File: src/rtl/histogram_reduce.sv
// Histogram reduce stage: adds one completed per-frame bank into the global
// accumulated histogram, tracking the per-frame total and a sticky overflow.
module histogram_reduce #(
   parameter int NBINS = 256,
   parameter int AW    = 8,
   parameter int DW    = 32
) (
   input  logic          ap_clk,
   input  logic          ap_rst_n,
   input  logic          ap_start,
   output logic          ap_done,
   input  logic          ap_continue,
   output logic          ap_idle,
   output logic          ap_ready,
   input  logic          acc_clear,
   output logic [AW-1:0] hist_address0,
   output logic          hist_ce0,
   input  logic [DW-1:0] hist_q0,
   output logic [AW-1:0] acc_address0,
   output logic          acc_ce0,
   input  logic [DW-1:0] acc_q0,
   output logic [AW-1:0] acc_address1,
   output logic          acc_ce1,
   output logic          acc_we1,
   output logic [DW-1:0] acc_d1,
   output logic [DW-1:0] frame_total,
   output logic          ovf
);

   typedef enum logic [1:0] {
      S_IDLE,
      S_RUN,
      S_DRAIN
   } state_t;

   localparam logic [AW-1:0] LAST_IDX = AW'(NBINS - 1);

   state_t        state, state_nxt;
   logic          done_reg;
   logic          accept;
   logic [AW-1:0] idx;
   logic [AW-1:0] addr_d;
   logic          valid_d;
   logic          clr_q;
   logic [DW:0]   bin_sum;
   logic [DW:0]   tot_sum;

   // NOTE: every output of this block is given a default first, so no path
   // through the case statement can leave a signal unassigned and infer a latch.
   always_comb begin
      state_nxt = state;
      accept    = 1'b0;
      ap_done   = done_reg;
      ap_ready  = 1'b0;
      ap_idle   = 1'b0;
      hist_ce0  = 1'b0;
      acc_ce0   = 1'b0;
      case (state)
         S_IDLE: begin
            ap_idle = ~ap_start;
            if (ap_start && !done_reg) begin
               accept    = 1'b1;
               state_nxt = S_RUN;
            end
         end
         S_RUN: begin
            hist_ce0 = 1'b1;
            acc_ce0  = 1'b1;
            if (idx == LAST_IDX) state_nxt = S_DRAIN;
         end
         S_DRAIN: begin
            ap_done   = 1'b1;
            ap_ready  = 1'b1;
            state_nxt = S_IDLE;
         end
         default: state_nxt = S_IDLE;
      endcase
   end

   assign hist_address0 = idx;
   assign acc_address0  = idx;

   // Write side trails the read side by one cycle, matching the memory latency.
   assign bin_sum      = {1'b0, acc_q0} + {1'b0, hist_q0};
   assign tot_sum      = {1'b0, frame_total} + {1'b0, hist_q0};
   assign acc_ce1      = valid_d;
   assign acc_we1      = valid_d;
   assign acc_address1 = addr_d;
   assign acc_d1       = !valid_d ? '0 : (clr_q ? hist_q0 : bin_sum[DW-1:0]);

   // NOTE: state registers use non-blocking assignments so every register
   // samples pre-edge values regardless of statement order.
   always_ff @(posedge ap_clk or negedge ap_rst_n) begin
      if (!ap_rst_n) begin
         state       <= S_IDLE;
         done_reg    <= 1'b0;
         idx         <= '0;
         addr_d      <= '0;
         valid_d     <= 1'b0;
         clr_q       <= 1'b0;
         frame_total <= '0;
         ovf         <= 1'b0;
      end else begin
         state <= state_nxt;

         if (accept) begin
            idx         <= '0;
            clr_q       <= acc_clear;
            frame_total <= '0;
         end

         if (state == S_RUN) begin
            valid_d <= 1'b1;
            addr_d  <= idx;
            idx     <= idx + AW'(1);
         end else begin
            valid_d <= 1'b0;
         end

         if (valid_d) begin
            frame_total <= tot_sum[DW-1:0];
            ovf         <= ovf | (~clr_q & bin_sum[DW]) | tot_sum[DW];
         end

         // Done is held for downstream unless it acknowledges in the same cycle.
         if (state == S_DRAIN)  done_reg <= ~ap_continue;
         else if (ap_continue)  done_reg <= 1'b0;
      end
   end

endmodule
File: config.mk
export PLATFORM = sky130hd
export DESIGN_NAME = histogram_reduce
export DESIGN_NICKNAME = d
export VERILOG_FILES = /design/src/rtl/histogram_reduce.sv
export SDC_FILE = /design/constraint.sdc
export NUM_CORES = 1
export LEC_CHECK = 0
export BUFFER_PORTS_ARGS = -buffer_cell sky130_fd_sc_hd__buf_2
export CORE_AREA = 8 8 114 116
export CTS_CLUSTER_DIAMETER = 100
export DETAILED_ROUTE_END_ITERATION = 6
export DIE_AREA = 0 0 122 124
export GPL_TIMING_DRIVEN = 0
export MAX_ROUTING_LAYER = met4
export PLACE_DENSITY = 0.81
export SLEW_MARGIN = 20
export SYNTH_ARGS = -nofsm -noshare
export SYNTH_HDL_FRONTEND = slang
export SYNTH_SLANG_ARGS = --single-unit
export TNS_END_PERCENT = 20
File: constraint.sdc
create_clock -name ap_clk -period 6.2 [get_ports ap_clk]
set_clock_uncertainty 0.2 [all_clocks]
set_input_delay 1.86 -clock ap_clk [delete_from_list [all_inputs] [get_ports ap_clk]]
set_output_delay 1.86 -clock ap_clk [all_outputs]
set_load 0.05 [all_outputs]
==> results.md <==
Setup path:
- The worst setup path is of the in2out kind.
- The worst setup path is captured at a primary output.
- The launching instance or port of the critical path is hist_q0[0].
- In this run the critical register-to-register path is launched from frame_total[0]$_DFFE_PN0P_.
- The arrival time of data at the critical path endpoint is 4300 ps.
- Of all nets on the critical path, the largest fanout is 5.
- The worst setup path is launched from an input port.
- The number of cells traversed by the worst register-to-register path is 11.
- Data on the critical path is required at its endpoint by 4140 ps.

Placed design:
- The post-placement cell count is 1075.
- The placed instances occupy a cell area of 6950 µm².
- Detailed placement finished with a half-perimeter wire length of 15300 µm.
- Before CTS, the worst setup slack after placement is -551 ps.
- The congestion estimate from routability-driven global placement came to 0.934.
- In this run the tool buffered the top-level ports with 164 buffer cells.

CTS:
- The level count of the clock H-tree is 2.
- The source-to-sink clock delay at the later pin of the worst-skew pair is 300 ps.
- The clock net in this run drives a total of 54 sinks.
- The clock slew at the register clock pins of the worst setup and hold paths is 70 ps.
- In this run the deepest clock path goes through 2 buffers.
- The hold buffer count at cts is 0.
- TritonCTS created 5 clock buffers.
- CTS placed an instance of sky130_fd_sc_hd__clkbuf_16 at the clock tree root.
- The TritonCTS clock tree is done.

Finish:
- The repair_antennas step left the layout with diodes totalling 0.
- Counting flops per register, the top entry is frame_total.
- The net count reported at finish is 1104.
- The final cell utilization of the core is 0.707.
- The register with the most flip-flops in the layout has 32 of them.
- Compared with the post-synthesis result, the final layout area differs by 33.4%.
- After routing the design area is 7900 µm².
- The layout has 915 filler cells.
- In the final layout, the share of cells above drive strength 1 is 0.291.
- The count of non-filler cells in the finished layout is 1112.

Die:
- The core region is 11200 µm².
- The full die area is 15100 µm².
- The initialized floorplan defines 39 standard-cell rows.
- The width of the chip is 122 µm.
- During I/O placement, the number of pins put on the boundary was 165.
- The initial utilization of the core area, before any placement, comes to 0.530.
- The height of the chip is 124 µm.

Logic synthesis:
- After synthesis the cells add up to 5920 µm².
- The number of nets in the synthesized netlist is 904.
- The part of the Yosys area used for sequential elements is 0.228.
- The mean instance size in the synthesized netlist is 7.71 µm².
- The share of flip-flops with an asynchronous set or reset is 1.00.
- The number of distinct library cell variants in the gate-level netlist after synthesis is 71.
- The total of flip-flops plus latches after synthesis is 54.
- In this run, synthesis inferred 0 flip-flops with an integrated enable.
- Measured against the total synthesized area, the mux share comes to 0.0101.
- The main combinational cell family by area after synthesis is compound AO/OA/AOI/OAI gates.
- The Yosys step of the flow raised 0 warnings.
- The compound-cell area share of the yosys netlist came to 0.290.
- Of the total synthesized cell area, the portion taken by XOR and XNOR cells is 0.0695.
- Synthesis produced a netlist whose cell count is 768.
- For this run, the leading register cell type out of synthesis is sky130_fd_sc_hd__dfrtp_1.
- The area share of fa/ha/maj cells after synthesis is 0.144.
- Of the total synthesized cell area, the portion taken by AND, OR, NAND and NOR gates is 0.221.

GRT:
- The total congestion overflow after global routing is 0.
- The global-route usage over all layers is 0.263.
- Entering global routing, the biggest net connects 55 pins.
- The first global-routing pass estimated 31100 µm of wire.
- The initial antenna violation count is 0.
- The number of global-route vias before repair was 6180.

Drt:
- After detailed routing, the number of remaining DRC violations is 0.
- In the final routed layout, each cell accounts on average for 18.7 µm.
- In the routed layout, each cell is associated on average with a via count of 5.99.
- In this run, the number of DRC markers left after iteration 0 of detailed routing was 690.
- The total detailed-routing wirelength is 20800 µm.
- The detailed-route via count is 6666.
- The number of iterations in the first detailed-routing pass is 6.
- The number of nets still failing antenna checks after routing is 0.

Power:
- The total chip power is 4.07 mW.
- The power density of the placed cells is 515 nW/µm².
- The worst voltage drop across the vdd grid is 0.000445 V.
- In this run the static leakage power is 3.83 nW.

Hold path:
- The number of cells on the worst hold path is 2.
- The worst hold-check path type is reg2reg.
- In this run the most critical hold path is launched from acc_address1[4]$_DFFE_PN0P_.

STA:
- The worst pin sits at a relative slew slack of 0.397.
- The worst-margin pin slew is 904 ps.
- The share of the clock period used by the worst path after layout is 1.03.
- Setup violations remaining at the end of the flow were counted as 9.
- Hold timing on the final database bottoms out at a slack of 278 ps.
- The highest achievable clock rate is 157 MHz.
- The worst setup slack after layout is -165 ps.
- Setup repair after global routing could not meet its margin everywhere.
- The max-slew violation total from the final report is 0.
- The total negative slack is -821 ps.
- After layout, the minimum clock period comes to 6360 ps.
- The final hold violation count is 0.

Run:
- The count of maximum capacitance violations is 0.

Run status:
- The checks that failed: setup timing.
- The run finished, with violations left.
worst max-delay path: stages:
cell and delay, ps:
sky130_fd_sc_hd__buf_8 100, sky130_fd_sc_hd__ha_4 150, sky130_fd_sc_hd__fa_2 360, sky130_fd_sc_hd__a21o_1 230, sky130_fd_sc_hd__nand3_2 120, sky130_fd_sc_hd__a21oi_4 70, sky130_fd_sc_hd__o311a_4 360, sky130_fd_sc_hd__a21o_1 190
sky130_fd_sc_hd__a21o_1 170, sky130_fd_sc_hd__a21oi_2 140, sky130_fd_sc_hd__nor4_1 70, sky130_fd_sc_hd__a221o_1 310, sky130_fd_sc_hd__buf_6 170
path summary, 6_finish.rpt:
path	end	slack (ps)
min in group asynchronous	frame_total[31]$_DFFE_PN0P_	1420
hold / removal	acc_address1[4]$_DFFE_PN0P_	280
setup reg to reg	frame_total[28]$_DFFE_PN0P_	2850
setup / recovery	acc_d1[20]	-160
hold reg to reg	acc_address1[4]$_DFFE_PN0P_	280
max in group asynchronous	frame_total[7]$_DFFE_PN0P_	3910
Yosys cell counts, drive strengths merged, types with 8 or more instances:
cell,instances,area share
nor3,13,0.011
ha,65,0.14
nand2,127,0.081
o21ai,75,0.064
buf,16,0.017
a31oi,8,0.0085
nand4,11,0.012
a21oi,66,0.058
nor2,67,0.042
nand3,20,0.017
xor2,23,0.034
xnor2,24,0.036
a211oi,10,0.014
dfrtp,54,0.23
nand2b,9,0.0095
a21o,40,0.051
clkbuf,23,0.015
power breakdown:
group	internal [mW]	total, mW	switching (mW)
Sequential	0.509	0.651	0.142
Clock	0.191	0.328	0.136
Combinational	1.01	3.09	2.09
Total	1.71	4.07	2.37
cell families (layout without fill, tap and decap cells):
| family | after synthesis | in the layout |
|---|---|---|
| AO/OA/AOI/OAI | 259 | 259 |
| XOR/XNOR | 47 | 47 |
| adder cells (fa/ha/maj) | 67 | 67 |
| buffers and inverters | 47 | 248 |
| flip-flops | 54 | 54 |
| multiplexers | 6 | 6 |
| AND/OR/NAND/NOR | 288 | 288 |
layout make-up:
cell class                      count  area, µm²  share of cell area
Buffer                             35        179              0.0227
Tap cell                          143        179              0.0227
Inverter                            8       30.0             0.00380
Clock inverter                      2       37.5             0.00475
Clock buffer                        6        129              0.0163
Sequential cell                    54       1350               0.171
Timing Repair Buffer              197       1280               0.162
Multi-Input combinational cell    667       4720               0.597
metal layers:
| layer | share of wire | track usage |
|---|---|---|
| met5 | 0 | - |
| met4 | 0.014 | 0.0671 |
| met3 | 0.077 | 0.0413 |
| met2 | 0.48 | 0.435 |
| met1 | 0.43 | 0.330 |
placed cells by master (no fill, tap or decap), drive strengths merged, types with 8 or more instances in the layout:
cell / n
a211oi: 10
a21o: 40
a21oi: 66
a31oi: 8
buf: 211
clkbuf: 27
dfrtp: 54
ha: 65
nand2: 127
nand2b: 9
nand3: 20
nand4: 11
nor2: 67
nor3: 13
o21ai: 75
xnor2: 24
xor2: 23
timing repair:
item | 4_1_cts | 5_1_grt
setup endpoints to repair | 17 | 19
pin swaps | 27 | 28
gates resized for setup | 72 | 65
setup buffers | 15 | 18
Power figures use the tool's default switching activity.
